$ cat config.mk
export PLATFORM = sky130hd
export DESIGN_NAME = hazard_unit
export DESIGN_NICKNAME = d
export VERILOG_FILES = /design/src/rtl/hazard_unit_pkg.sv /design/src/rtl/hazard_scoreboard.sv /design/src/rtl/hazard_unit.sv
export SDC_FILE = /design/constraint.sdc
export NUM_CORES = 1
export LEC_CHECK = 0
export CAP_MARGIN = 20
export CORE_ASPECT_RATIO = 0.6
export CORE_UTILIZATION = 32
export DETAILED_ROUTE_END_ITERATION = 7
export GPL_TIMING_DRIVEN = 0
export PLACE_DENSITY = 0.76
export SLEW_MARGIN = 20
export SYNTH_ARGS = -nofsm -noshare
export SYNTH_HDL_FRONTEND = slang
export SYNTH_SLANG_ARGS = --single-unit
export TNS_END_PERCENT = 50
$ cat constraint.sdc
create_clock -name clk -period 2.2 [get_ports clk]
set_input_delay 0.22 -clock clk [delete_from_list [all_inputs] [get_ports clk]]
set_output_delay 0.22 -clock clk [all_outputs]
set_load 0.02 [all_outputs]
$ cat src/rtl/hazard_unit_pkg.sv
// ============================================================================
// Module      : hazard_unit_pkg
// Description : Shared types and constants for the pipeline hazard unit.
// Revision    : 1.0 - initial release
// ============================================================================
`default_nettype none

package hazard_unit_pkg;

    localparam int WORD_WIDTH         = 32;
    localparam int REG_ADDR_WIDTH_DEF = 5;
    // Slot rd storage width; instantiations may use any REG_ADDR_WIDTH up to this.
    localparam int RD_MAX_WIDTH       = 8;

    typedef struct packed {
        logic                    valid;
        logic [RD_MAX_WIDTH-1:0] rd;
        logic                    write_en;
        logic                    load;
    } slot_t;

    localparam slot_t SLOT_BUBBLE = '0;

    typedef enum logic [1:0] {
        RUN    = 2'd0,
        FLUSH  = 2'd1,
        FREEZE = 2'd2
    } state_t;

    function automatic logic slot_hits(
        input slot_t                   s,
        input logic [RD_MAX_WIDTH-1:0] rs,
        input logic                    use_rs
    );
        return s.valid && s.write_en && use_rs && (rs != '0) && (s.rd == rs);
    endfunction

endpackage

`default_nettype wire

$ cat src/rtl/hazard_scoreboard.sv
// ============================================================================
// Module      : hazard_scoreboard
// Description : Tracks destination info of the instructions in EX, MEM and WB.
// Revision    : 1.0 - initial release
// ============================================================================
`default_nettype none

module hazard_scoreboard
    import hazard_unit_pkg::*;
#(
    parameter int REG_ADDR_WIDTH = REG_ADDR_WIDTH_DEF
) (
    input  logic                      clk,
    input  logic                      rst,
    input  logic                      stall,
    input  logic                      clear,
    input  logic [REG_ADDR_WIDTH-1:0] id_rd,
    input  logic                      id_write_en,
    input  logic                      id_load,
    output slot_t                     ex_slot,
    output slot_t                     mem_slot,
    output slot_t                     wb_slot
);

    slot_t r_ex;
    slot_t r_mem;
    slot_t r_wb;

    always_ff @(posedge clk or posedge rst) begin
        if (rst) begin
            r_ex  <= SLOT_BUBBLE;
            r_mem <= SLOT_BUBBLE;
            r_wb  <= SLOT_BUBBLE;
        end else if (!stall) begin
            if (clear) begin
                r_ex <= SLOT_BUBBLE;
            end else begin
                r_ex <= '{valid:    1'b1,
                          rd:       RD_MAX_WIDTH'(id_rd),
                          write_en: id_write_en,
                          load:     id_load};
            end
            r_mem <= r_ex;
            r_wb  <= r_mem;
        end
    end

    assign ex_slot  = r_ex;
    assign mem_slot = r_mem;
    assign wb_slot  = r_wb;

endmodule

`default_nettype wire

$ cat src/rtl/hazard_unit.sv
// ============================================================================
// Module      : hazard_unit
// Description : Pipeline hazard control: forwarding selects, load-use stall,
//               branch flush and memory freeze. Optional performance counters
//               are enabled by defining HAZARD_PERF_CNT_EN.
// Revision    : 1.0 - initial release
// ============================================================================
`default_nettype none

module hazard_unit
    import hazard_unit_pkg::*;
#(
    parameter int REG_ADDR_WIDTH = REG_ADDR_WIDTH_DEF
) (
    input  logic                      clk,
    input  logic                      rst,
    input  logic [REG_ADDR_WIDTH-1:0] id_rs1_i,
    input  logic [REG_ADDR_WIDTH-1:0] id_rs2_i,
    input  logic                      id_use_rs1_i,
    input  logic                      id_use_rs2_i,
    input  logic [REG_ADDR_WIDTH-1:0] id_rd_i,
    input  logic                      id_write_en_i,
    input  logic                      id_load_i,
    input  logic                      branch_taken_i,
    input  logic                      mem_busy_i,
    output logic                      pc_stall_o,
    output logic                      if_id_stall_o,
    output logic                      if_id_clear_o,
    output logic                      id_ex_stall_o,
    output logic                      id_ex_clear_o,
    output logic                      fwrd_opA_type1_o,
    output logic                      fwrd_opA_type2_o,
    output logic                      fwrd_opB_type1_o,
    output logic                      fwrd_opB_type2_o,
    output logic [WORD_WIDTH-1:0]     stall_cnt_o,
    output logic [WORD_WIDTH-1:0]     flush_cnt_o
);

    state_t r_state;
    state_t r_saved_state;
    state_t w_next_state;
    state_t w_next_saved;
    state_t w_eff_state;

    slot_t w_ex_slot;
    slot_t w_mem_slot;
    slot_t w_wb_slot;

    logic w_pc_stall;
    logic w_if_id_stall;
    logic w_if_id_clear;
    logic w_id_ex_stall;
    logic w_id_ex_clear;
    logic w_ex_rs1;
    logic w_ex_rs2;
    logic w_mem_rs1;
    logic w_mem_rs2;
    logic w_load_use;
    logic w_fwd_block;

    hazard_scoreboard #(
        .REG_ADDR_WIDTH (REG_ADDR_WIDTH)
    ) u_scoreboard (
        .clk         (clk),
        .rst         (rst),
        .stall       (w_id_ex_stall),
        .clear       (w_id_ex_clear),
        .id_rd       (id_rd_i),
        .id_write_en (id_write_en_i),
        .id_load     (id_load_i),
        .ex_slot     (w_ex_slot),
        .mem_slot    (w_mem_slot),
        .wb_slot     (w_wb_slot)
    );

    // WB is tracked for pipeline bookkeeping only; no forwarding path uses it.
    logic w_unused_slot_bits;
    assign w_unused_slot_bits = &{1'b0, w_wb_slot, w_mem_slot.load};

    assign w_ex_rs1   = slot_hits(w_ex_slot,  RD_MAX_WIDTH'(id_rs1_i), id_use_rs1_i);
    assign w_ex_rs2   = slot_hits(w_ex_slot,  RD_MAX_WIDTH'(id_rs2_i), id_use_rs2_i);
    assign w_mem_rs1  = slot_hits(w_mem_slot, RD_MAX_WIDTH'(id_rs1_i), id_use_rs1_i);
    assign w_mem_rs2  = slot_hits(w_mem_slot, RD_MAX_WIDTH'(id_rs2_i), id_use_rs2_i);
    assign w_load_use = w_ex_slot.load && (w_ex_rs1 || w_ex_rs2);

    always_ff @(posedge clk or posedge rst) begin
        if (rst) begin
            r_state       <= RUN;
            r_saved_state <= RUN;
        end else begin
            r_state       <= w_next_state;
            r_saved_state <= w_next_saved;
        end
    end

    always_comb begin
        w_next_state  = r_state;
        w_next_saved  = r_saved_state;
        w_pc_stall    = 1'b0;
        w_if_id_stall = 1'b0;
        w_if_id_clear = 1'b0;
        w_id_ex_stall = 1'b0;
        w_id_ex_clear = 1'b0;
        // Leaving FREEZE behaves as the interrupted state in the same cycle.
        w_eff_state   = (r_state == FREEZE) ? r_saved_state : r_state;

        if (mem_busy_i) begin
            w_pc_stall    = 1'b1;
            w_if_id_stall = 1'b1;
            w_id_ex_stall = 1'b1;
            w_next_state  = FREEZE;
            if (r_state != FREEZE) begin
                w_next_saved = r_state;
            end
        end else begin
            w_next_saved = RUN;
            case (w_eff_state)
                FLUSH: begin
                    w_if_id_clear = 1'b1;
                    w_next_state  = RUN;
                end
                default: begin
                    w_next_state = RUN;
                    if (branch_taken_i) begin
                        w_if_id_clear = 1'b1;
                        w_id_ex_clear = 1'b1;
                        w_next_state  = FLUSH;
                    end else if (w_load_use) begin
                        w_pc_stall    = 1'b1;
                        w_if_id_stall = 1'b1;
                        w_id_ex_clear = 1'b1;
                    end
                end
            endcase
        end
    end

    assign w_fwd_block = rst || w_id_ex_stall || w_id_ex_clear;

    assign pc_stall_o       = w_pc_stall    && !rst;
    assign if_id_stall_o    = w_if_id_stall && !rst;
    assign if_id_clear_o    = w_if_id_clear && !rst;
    assign id_ex_stall_o    = w_id_ex_stall && !rst;
    assign id_ex_clear_o    = w_id_ex_clear && !rst;
    assign fwrd_opA_type1_o = w_ex_rs1 && !w_ex_slot.load && !w_fwd_block;
    assign fwrd_opB_type1_o = w_ex_rs2 && !w_ex_slot.load && !w_fwd_block;
    assign fwrd_opA_type2_o = w_mem_rs1 && !w_ex_rs1 && !w_fwd_block;
    assign fwrd_opB_type2_o = w_mem_rs2 && !w_ex_rs2 && !w_fwd_block;

`ifdef HAZARD_PERF_CNT_EN
    logic [WORD_WIDTH-1:0] r_stall_cnt;
    logic [WORD_WIDTH-1:0] r_flush_cnt;

    always_ff @(posedge clk or posedge rst) begin
        if (rst) begin
            r_stall_cnt <= '0;
            r_flush_cnt <= '0;
        end else begin
            if (pc_stall_o) begin
                r_stall_cnt <= r_stall_cnt + WORD_WIDTH'(1);
            end
            if (if_id_clear_o) begin
                r_flush_cnt <= r_flush_cnt + WORD_WIDTH'(1);
            end
        end
    end

    assign stall_cnt_o = r_stall_cnt;
    assign flush_cnt_o = r_flush_cnt;
`else
    assign stall_cnt_o = '0;
    assign flush_cnt_o = '0;
`endif

endmodule

`default_nettype wire

* After elaboration in Yosys (flattened, before gate mapping)
Index checks and enable logic that the tools add are counted.
Word-level totals: memories 0, ROM bits 0, input port bits 23, latch bits 0, register bits 25, memory bits (writable) 0
Cells by class: mux-type cells 18, multipliers 0, reductions and logical operators 37, bitwise gates (word level) 0, equality and inequality tests 8, $lt $le $gt $ge 0, div/mod/pow operators 0, shifts and indexed selects 0, add/sub/neg operators 0
Operators with widths (count):
- == test 8 x 5 -> 1 bit | 4
- logical AND 1 bit | 27
- two-way mux 1 bit | 13
- two-way mux 11 bit | 1
- nonzero test 5 bit | 2
- two-way mux 2 bit | 4
- logical NOT 1 bit | 5
- logical OR 1 bit | 3
- == test 2 x 1 -> 1 bit (second input constant) | 1
- == test 2 bit (second input constant) | 1
- inequality test 2 x 1 -> 1 bit (second input constant) | 1
- inequality test 2 bit (second input constant) | 1

* Depth between registers and ports, before layout
Gate-level depths: netlist of run 1.
depth in word-level cells 13, depth in mapped cells 6, gate-level depth less buffers 5

* By module
A second synthesis of run 1 with hierarchy kept.
Unflattened totals: cells, all modules 202, area, all modules 2064.5 um^2
Modules (own cells, without submodules):
- hazard_unit | times used 1, area an instance 1054.8 um^2, cells each 135
- hazard_scoreboard | times used 1, area an instance 1009.7 um^2, cells each 67

* Worst setup path before layout of run 1
OpenSTA, ideal clock, no wires.
path type reg2out, start point reg u_scoreboard.r_ex (netlist bit u_scoreboard.ex_slot[2]), end point out pc_stall_o, path slack 0.274 ns, path buffers 1, required time 1.980 ns, arrival 1.706 ns, cell stages (with the launch flop) 7, cell sequence dfrtp_1 > xnor2_1 > nand4_1 > or3_4 > a21boi_2 > a41o_1 > buf_4
On the way: cells in the longest elaborated chain, start to end 9
Ends and longest elaborated chain:
- start: declaration | line hazard_scoreboard.sv:25 | slot_t r_ex;
- start signal: assignment | line hazard_scoreboard.sv:38 | r_ex <= '{valid: 1'b1,
- == test 8 x 5 -> 1 bit | line hazard_unit_pkg.sv:35 | return s.valid && s.write_en && use_rs && (rs != '0) && (s.rd == rs);
- logical AND 1 bit | line hazard_unit_pkg.sv:35
- logical OR 1 bit (*) | line hazard_unit.sv:84 | assign w_load_use = w_ex_slot.load && (w_ex_rs1 || w_ex_rs2);
- logical AND 1 bit (*) | line hazard_unit.sv:84
- two-way mux 1 bit (*) (4 in a row)
- logical AND 1 bit (*)
- end: declaration | line hazard_unit.sv:26 | output logic pc_stall_o,
Mark *: on every way between the ends. The rest lies on a longest branch, timed or not.

* Worst setup path after layout of run 1
start point reg u_scoreboard.r_ex (netlist bit u_scoreboard.ex_slot[5]), end point out id_ex_clear_o
On the way: cells in the longest elaborated chain, start to end 9
Ends and longest elaborated chain:
- == test 8 x 5 -> 1 bit | line hazard_unit_pkg.sv:35
- logical AND 1 bit | line hazard_unit_pkg.sv:35
- logical OR 1 bit (*) | line hazard_unit.sv:84
- logical AND 1 bit (*) | line hazard_unit.sv:84
- two-way mux 1 bit (*) | line hazard_unit.sv:128 | end else if (w_load_use) begin
- two-way mux 1 bit (*) | line hazard_unit.sv:124 | if (branch_taken_i) begin
- two-way mux 1 bit (*) | line hazard_unit.sv:117 | case (w_eff_state)
- two-way mux 1 bit (*) | line hazard_unit.sv:107 | if (mem_busy_i) begin
- logical AND 1 bit (*) | line hazard_unit.sv:144 | assign id_ex_clear_o = w_id_ex_clear && !rst;
- end: declaration | line hazard_unit.sv:30 | output logic id_ex_clear_o,
Marked as above.

==> results_dict.tcl, run 1 <==
set metrics [dict create \
    place.gp.congestion 0.739 \
    ys_warn_count 0 \
    crit_type "flip-flop to output port" \
    worst_slew_pin_slew_ns 0.774 \
    pre_cts_slack_ns -0.684 \
    drtPass1Iterations 4 \
    leakagePower_nw 1.24 \
    fin_cells 355 \
    p_per_area_nw_per_um2 456 \
    clk_pin_slew_ns 0.07 \
    slew-limit-headroom_pct 48.4 \
    synth_seq_area_share_pct 28.5 \
    min_period_ns 2.23 \
    reg2reg_depth 7 \
    p_total_w 0.00109 \
    cts_tree "built" \
    io_buffers 31 \
    routed_via_density 3.93 \
    placed_cell_area_sq_um 2290 \
    vias 1396 \
    ys_types 31 \
    synthCells 188 \
    setup-violations-final 1 \
    routedWlPerCell_um 11.0 \
    die_w_um 95.1 \
    dp_cells 345 \
    maxCapViolations 0 \
    r2r-end "u_scoreboard.ex_slot[0]" \
    hold_class "flip-flop to flip-flop" \
    dp_hpwl_mm 3.11 \
    hold_viol_final 0 \
    nNetsFinal 316 \
    start_kind "flip-flop" \
    htreeDepth 1 \
    initial_core_util_pct 34.9 \
    mostFrequentLayoutCell "buf_4" \
    holdPathStages 2 \
    grt_pass1_vias 1195 \
    antenna_found_initial 0 \
    rsz0062_at_grt "yes" \
    antenna_cells 0 \
    min-delay-start "u_scoreboard.mem_slot[10]" \
    core.rowCount 19 \
    final_cell_mix "74 x buf_4, 64 x conb_1, 15 x xnor2_1, 15 x dfrtp_1, 13 x clkdlybuf4s50_1" \
    final_layout_size_suffix_gt1_share_pct 34.2 \
    r2r_start "u_scoreboard.ex_slot[5]" \
    io_pins 96 \
    synthesis.area_sq_um 1670 \
    cts_made_buffers 3 \
    max_clock_freq_ghz 0.448 \
    area_growth_pct 43.8 \
    ys_ff_latch 19 \
    final_area_sq_um 2390 \
    violations "negative setup slack" \
    cts_buffer_depth 2 \
    grt_max_degree 22 \
    cts-root-buf "clkbuf_8" \
    drt_iter0_drc 36 \
    grt_overflow 0 \
    ir_worst_vdd_mv 0.308 \
    timing.final.crit_share_pct 101 \
    final.setup_skew_ns 0.00293 \
    syn_avg_cell_area_sq_um 8.86 \
    setup.worst_path.end_class "output port" \
    dieArea_sq_um 5510 \
    fin_ws_ns -0.0322 \
    multi_input_area_sq_um 928 \
    drc 0 \
    clock-sinks 19 \
    core_area_sq_um 4780 \
    final.fill_count 465 \
    maxSlewViolCount 0 \
    reg2reg_slack_ns 0.41 \
    crit_required_ns 1.98 \
    grt_pass1_wl_mm 5.95 \
    seq_area_sq_um 480 \
    ant_nets 0 \
    run_status "finished, violations left" \
    drt-total-wl_mm 3.92 \
    clk_latency_ns 0.25 \
    crit_arrival_ns 2.01 \
    fin_hold_ws_ns 0.507 \
    crit_fanout 4 \
    holdPathEnd "u_scoreboard.mem_slot[10]" \
    die_h_um 57.9 \
    grtUsageTotal_pct 14.3 \
]
registers in the layout, indices dropped and copies added (netlist names):
register               count
r_state                    2
u_scoreboard.mem_slot      7
u_scoreboard.ex_slot       8
r_saved_state              2
worst max path at each step:
stage	cells after the start	start	to	slack (ns)
after global placement	8	id_rs2_i[0]	fwrd_opB_type2_o	-0.66
after global routing	7	u_scoreboard.ex_slot[5]	id_ex_clear_o	-0.13
after floorplan	6	u_scoreboard.ex_slot[2]	pc_stall_o	0.27
after detailed placement	8	id_rs2_i[0]	fwrd_opA_type2_o	-0.68
final	7	u_scoreboard.ex_slot[5]	id_ex_clear_o	-0.03
after CTS	7	u_scoreboard.ex_slot[3]	id_ex_clear_o	-0.04
power by group:
part / leakage, nW / total [W] / internal, W / switching [W]
clock network: 0.0255 / 0.000245 / 0.000126 / 0.000119
logic: 0.983 / 0.000415 / 0.000201 / 0.000214
registers: 0.235 / 0.000434 / 0.000388 / 0.0000459
total: 1.24 / 0.00109 / 0.000714 / 0.000379
synth_stat cells (all sizes together):
library cell / instances / area (sq um)
a2111o: 1 / 11.3
a211oi: 3 / 32.5
a21boi: 1 / 11.3
a21oi: 8 / 40.0
a221oi: 1 / 8.76
a31oi: 1 / 6.26
a41o: 1 / 10.0
and2: 1 / 6.26
buf: 67 / 503
clkbuf: 3 / 11.3
conb: 1 / 3.75
dfrtp: 19 / 475
inv: 3 / 11.3
mux2: 6 / 67.6
nand2: 10 / 37.5
nand3: 6 / 30.0
nand4: 2 / 12.5
nor2: 5 / 18.8
nor2b: 4 / 25.0
nor3: 1 / 5.00
nor3b: 7 / 52.6
nor4: 2 / 12.5
o211a: 1 / 10.0
o21ai: 10 / 50.1
or3: 2 / 22.5
or4: 2 / 15.0
xnor2: 16 / 140
xor2: 4 / 35.0
cells by family after synthesis:
family          share of synthesized area (%)
mux                                      4.06
simple gates                             14.3
xor+xnor                                 10.5
buf+inv                                  31.6
other cells                             0.225
compound gates                           10.8
flops                                    28.6
through the flow:
stage                     utilization (%)  TNS, ns
after detailed placement             47.9    -3.91
after global placement               47.9    -3.69
final                                50.1  -0.0322
after CTS                            50.1  -0.0377
after global routing                 50.1   -0.298
after floorplan                         -        0
worst max-delay path, cell delays in order, from the launching register on:
cell	delay (ns)
dfrtp_1	0.44
xnor2_1	0.16
nand4_1	0.11
or3_4	0.40
a21boi_4	0.19
buf_6	0.14
o211a_1	0.19
buf_6	0.12
layout make-up:
type	instances	share of cell area, %
repair buffers	37	13.6
plain buffers	70	21.8
well taps	63	3.29
clock inverters	1	0.209
inverters	3	0.470
flip-flops and latches	19	20.1
clock buffers	3	1.72
multi-input cells	159	38.8
per-layer routing:
metal	vias up	global-route usage [%]	wire, um
li1	713	-	-
met1	635	21.3	1840
met2	44	21.4	1830
met3	4	1.84	213
met4	0	4.55	42
met5	-	0	0
what timing repair did:
action | in CTS | in global routing
hold buffers | 0 | 0
buffers inserted | 6 | 0
pin swaps | 12 | 1
setup endpoints to repair | 9 | 8
gates resized for setup | 52 | 9
endpoints found under the hold margin | 0 | 0
Power figures use the tool's default switching activity.
==> run 2: changes to the inputs <==
- ABC_AREA: default -> 1
- CORE_UTILIZATION: 32 -> 38
- PLACE_DENSITY: 0.76 -> 0.88
==> run 2 against run 1 <==
Compared with the run above: the flow now finishes without violations; non-clock buffer count is 6 lower; first-iteration DRC count is 53% higher; worst setup slack better by 0.10 ns; critical path type is now input port to output port; final area is 2.8% lower; synthesized cell count is 23% higher; largest cell class unchanged; clock-buffer cell count stayed put; sequential power is 4% lower; sequential share of layout area is 0.37 points higher.
==> results_dict.tcl, run 2 <==
set metrics [dict create \
    area_growth_pct 41.2 \
    synth_seq_area_share_pct 28.9 \
    fin_hold_ws_ns 0.435 \
    dp_hpwl_mm 3.06 \
    hold_viol_final 0 \
    routed_via_density 3.84 \
    p_int_w 0.000683 \
    final_area_sq_um 2330 \
    final.setup_skew_ns 0.00189 \
    p_per_area_nw_per_um2 460 \
    crit_fanout 10 \
    start_kind "input port" \
    largest_reg_flops 8 \
    core_area_sq_um 4120 \
    crit_required_ns 1.98 \
    io_pins 96 \
    net-switching-power_w 0.000387 \
    drt_iter0_drc 55 \
    die_w_um 87.0 \
    p_total_w 0.00107 \
    rsz0062_at_grt "no" \
    placed_cell_area_sq_um 2270 \
    pwr-share-comb_pct 37.8 \
    p_clk_share_pct 23.3 \
    drt-total-wl_mm 3.71 \
    synth-main-ff-cell "dfrtp_1" \
    cts_made_buffers 3 \
    clk_latency_ns 0.26 \
    vias 1508 \
    ys_types 23 \
    max_clock_freq_ghz 0.469 \
    hold_class "input port to asynchronous set/reset pin" \
    synth_mux_area_share_pct 0 \
    synth_top_area_cell "buf_4" \
    syn_avg_cell_area_sq_um 7.10 \
    clock-sinks 19 \
    pwr-share-seq_pct 38.9 \
    grt_max_degree 12 \
    synth_top_family_by_area "buffers and inverters" \
    synth-compound-area-share_pct 4.86 \
    drc 0 \
    p_sw_share_pct 36.2 \
    htreeDepth 1 \
    synth_top_area_share_pct 29.6 \
    final_layout_size_suffix_gt1_share_pct 26.4 \
    maxCapViolations 0 \
    synth.most_common_cell "buf_4" \
    core.rowCount 18 \
    crit_arrival_ns 1.91 \
    run_status "complete, no violations" \
    yosys.area_share.simple_pct 26.0 \
    synth_xor_area_share_pct 5.32 \
    routedWlPerCell_um 9.45 \
    async_flop_share_pct 100 \
    nNetsFinal 357 \
    dieArea_sq_um 4610 \
    maxSlewViolCount 0 \
    grtUsageTotal_pct 16.6 \
    setup-violations-final 0 \
    synth_edf_count 0 \
    cts_tree "built" \
    die_h_um 53.0 \
    synth.top_cells.by_count "65 x buf_4, 55 x nand2_1, 22 x nor2_1" \
    place.gp.congestion 0.936 \
    holdBufCountCts 0 \
    cts_buffer_depth 2 \
    drtPass1Iterations 7 \
    ys_warn_count 0 \
    final_cell_mix "67 x buf_4, 64 x conb_1, 55 x nand2_1, 20 x nor2_1, 19 x dfrtp_1" \
    crit_type "input port to output port" \
    timing.final.crit_share_pct 96.9 \
    setup.worst_path.end_class "output port" \
    ant_nets 0 \
    grt_overflow 0 \
    io_buffers 31 \
    initial_core_util_pct 40.0 \
    ys_ff_latch 19 \
    cts-root-buf "clkbuf_8" \
    antenna_found_initial 0 \
    synthCells 232 \
    grt_pass1_wl_mm 5.66 \
    leakagePower_nw 1.40 \
    yosys.area_share.adder_pct 0 \
    min_period_ns 2.13 \
    antenna_cells 0 \
    clk_pin_slew_ns 0.07 \
    grt_pass1_vias 1202 \
    ir_worst_vdd_mv 0.274 \
    synthesis.area_sq_um 1650 \
    synth.top_cells.by_area "buf_4 30%, dfrtp_1 29%, nand2_1 13%" \
    mostFrequentLayoutCell "buf_4" \
]
run 2: worst max-delay path, cell delays in order:
cell             delay, ns
clkdlybuf4s50_1       0.61
inv_1                 0.15
buf_2                 0.22
nor2_1                0.10
clkdlybuf4s50_1       0.61
run 2: cells by family after synthesis:
group                     after synthesis
DFF                                    19
and+or+nand+nor                       101
buffers and inverters                  87
other                                   1
xor gates and xnor gates               10
AOI/OAI and AO/OA                      14
run 2: final timing paths:
check                                          from                  endpoint  slack [ns]  cells past startpoint
max                                      mem_busy_i             id_ex_stall_o        0.07                      5
min                                             rst  u_scoreboard.mem_slot[3]        0.43                      2
max reg2reg                 u_scoreboard.ex_slot[4]   u_scoreboard.ex_slot[5]        0.61                     13
min reg2reg                u_scoreboard.mem_slot[1]  u_scoreboard.mem_slot[1]        0.49                      2
max in group asynchronous                       rst   u_scoreboard.ex_slot[1]        1.42                      2
min in group clk           u_scoreboard.mem_slot[1]  u_scoreboard.mem_slot[1]        0.49                      2
run 2: layout make-up:
| cell class | count | area (sq um) |
|---|---|---|
| clock buffer | 3 | 41.3 |
| fill | 387 | 1790 |
| timing repair inverter | 1 | 5.00 |
| tap | 60 | 75.1 |
| sequential | 19 | 475 |
| buffer | 68 | 500 |
| clock inverter | 1 | 5.00 |
| multi-input combinational | 189 | 842 |
| inverter | 19 | 75.1 |
| timing repair buffer | 33 | 308 |
run 2: metal layers:
layer	global-route usage (%)	wire, um	share of wire, %
met5	0	0	0
met4	3.33	25	0.67
met3	4.21	278	7.5
met2	24.3	1690	46
met1	24.3	1720	46
run 2: power by group through the flow:
stage / Combinational (W) / Sequential [W] / Clock [W]
floorplan: 0.000310 / 0.000413 / 0
global placement: 0.000389 / 0.000421 / 0
detailed placement: 0.000396 / 0.000422 / 0
CTS: 0.000397 / 0.000416 / 0.000254
global route: 0.000446 / 0.000421 / 0.000265
finish: 0.000404 / 0.000417 / 0.000249
run 2: what timing repair did:
action,CTS,global route
setup endpoints to repair,7,8
buffers inserted,0,2
gates resized for setup,18,16
gates cloned,1,0
run 2: through the flow:
stage,setup slack [ns],util (%),cells,setup TNS (ns)
2_1_floorplan,0.452,-,295,0
3_3_place_gp,-0.390,55.1,386,-2.15
3_5_place_dp,-0.438,55.1,386,-2.46
4_1_cts,-0.0271,56.4,391,-0.0271
5_1_grt,0.0120,56.5,393,0
6_report,0.0674,56.5,393,0
==> run 3: changes to the inputs <==
- CELL_PAD_IN_SITES_DETAIL_PLACEMENT: default -> 1
- CELL_PAD_IN_SITES_GLOBAL_PLACEMENT: default -> 1
- CORE_UTILIZATION: 38 -> 30
- PLACE_DENSITY: 0.88 -> 0.89
- SYNTH_HIERARCHICAL: default -> 1
==> run 3 against run 2 <==
Compared with the run above: synthesized cell count rose by 16%; final area rose by 12%; sequential share of layout area fell by 2.1 points; sequential power rose by 3%; fmax rose by 2.6%; global-route usage fell by 0.66 points; clock skew rose by 0.0074 ns; largest cell class unchanged; die area rose by 44%.
==> results_dict.tcl, run 3 <==
set metrics [dict create \
    cts_tree "built" \
    dp_hpwl_mm 4.42 \
    grtUsageTotal_pct 15.9 \
    setup.worst_path.end_class "output port" \
    antenna_found_initial 0 \
    drc 0 \
    start_kind "input port" \
    ys_warn_count 6 \
    leakagePower_nw 1.43 \
    synthesis.area_sq_um 1890 \
    grt_overflow 0 \
    clk_pin_slew_ns 0.08 \
    area_growth_pct 37.3 \
    worst_slew_pin_slew_ns 0.573 \
    timing.final.crit_share_pct 94.4 \
    final_cell_mix "75 x buf_4, 70 x conb_1, 54 x nand2_1, 26 x inv_1" \
    largest_reg_flops 8 \
    crit_buf_inv 5 \
    io_buffers 31 \
    nNetsFinal 395 \
    routedWlPerCell_um 11.2 \
    ir_worst_vdd_mv 0.256 \
    crit_arrival_ns 1.86 \
    clk_latency_ns 0.26 \
    grt_pass1_wl_mm 8.28 \
    clock-sinks 19 \
    cts_buffer_depth 2 \
    die_w_um 105 \
    crit_required_ns 1.98 \
    tns_ns 0 \
    routed_via_density 3.81 \
    placed_cell_area_sq_um 2560 \
    htreeDepth 1 \
    initial_core_util_pct 32.4 \
    ant_nets 0 \
    die_h_um 63.5 \
    core_area_sq_um 5830 \
    drtPass1Iterations 4 \
    drt-total-wl_mm 5.05 \
    syn_avg_cell_area_sq_um 7.06 \
    p_per_area_nw_per_um2 435 \
    cpPeakStageDelay_ns 0.58 \
    core.rowCount 21 \
    maxSlewViolCount 0 \
    dieArea_sq_um 6640 \
    grt_max_degree 16 \
    setup-violations-final 0 \
    cts_setup_buffers 0 \
    slew-limit-headroom_pct 61.8 \
    antenna_cells 0 \
    crit_fanout 5 \
    crit_chain "clkdlybuf4s50_1, inv_1, nand2_1, nand2_1, clkinv_1, nand2_1, nor2_2, nand3_2, nand2_2, nand4_1, o21ai_0, buf_4, buf_4" \
    synthCells 268 \
    p_total_w 0.00113 \
    max_clock_freq_ghz 0.481 \
    drt_iter0_drc 21 \
    cts_made_buffers 3 \
    vias 1718 \
    pre_cts_slack_ns -0.346 \
    fin_hold_ws_ns 0.365 \
    hold_viol_final 0 \
    final_layout_size_suffix_gt1_share_pct 29.6 \
    path_delay_family "buffers and inverters" \
    critPathSlowestCell "clkdlybuf4s50_1" \
    hold_class "input port to asynchronous set/reset pin" \
    maxCapViolations 0 \
    crit_type "input port to output port" \
    final.setup_skew_ns 0.00930 \
    cts-root-buf "clkbuf_8" \
    rsz0062_at_grt "no" \
    grt_pass1_vias 1691 \
    final_area_sq_um 2600 \
    run_status "complete, no violations" \
    min_period_ns 2.08 \
    place.gp.congestion 0.845 \
    crit_top_cell "nand2_1" \
    mostFrequentLayoutCell "buf_4" \
    io_pins 96 \
    fin_ws_ns 0.122 \
]
[run 3: final timing paths]
path	cells after the start	slack, ns	from	endpoint
min reg2reg	2	0.52	r_state[1]	r_saved_state[1]
max reg2reg	11	0.49	u_scoreboard/ex_slot[1]	u_scoreboard/ex_slot[2]
min	2	0.36	rst	r_saved_state[1]
min in group clk	3	0.49	id_rd_i[1]	u_scoreboard/ex_slot[3]
max in group asynchronous	2	1.29	rst	u_scoreboard/ex_slot[10]
max	13	0.12	id_rs2_i[3]	pc_stall_o
[run 3: metal layers]
| metal | global-route usage, % | vias up | share of wire [%] |
|---|---|---|---|
| li1 | - | 883 | - |
| met1 | 22.0 | 791 | 49 |
| met2 | 26.4 | 39 | 46 |
| met3 | 1.86 | 5 | 4.0 |
| met4 | 3.75 | 0 | 0.89 |
| met5 | 0 | - | 0 |
[run 3: layout make-up]
class	instances	area, sq um
clock buffers	3	41.3
plain buffers	75	561
flip-flops and latches	19	475
clock inverters	1	5.00
well taps	80	100
fillers	784	3240
inverters	31	116
repair buffers	31	278
multi-input cells	211	1020
[run 3: power by group]
group	total, W	internal (W)	leakage [nW]	switching, W
Clock	0.000243	0.000126	0.0255	0.000117
Combinational	0.000455	0.000198	1.16	0.000257
Sequential	0.000431	0.000382	0.239	0.0000485
Total	0.00113	0.000707	1.43	0.000422
[run 3: worst register-to-register path, stage by stage (launching register included)]
cell	delay, ns
dfrtp_1	0.44
nand2_1	0.16
a21oi_1	0.18
nand2_1	0.08
nor2_2	0.09
nand3_2	0.08
nand2_2	0.09
nand3_2	0.09
nand2_1	0.15
nor2_2	0.09
nand2_1	0.09
nand2_1	0.05
[run 3: repair_timing]
| action | CTS | global route |
|---|---|---|
| pin swaps | 0 | 0 |
| cloned | 0 | 0 |
| hold buffers | 0 | 0 |
| setup endpoints to repair | 7 | 6 |
| gates resized for setup | 15 | 10 |
[run 3: per-stage QoR]
| stage | util [%] | cells |
|---|---|---|
| CTS | 44.9 | 451 |
| finish | 44.5 | 451 |
| global route | 44.5 | 451 |
| global placement | 43.8 | 447 |
| floorplan | - | 336 |
| detailed placement | 43.8 | 447 |
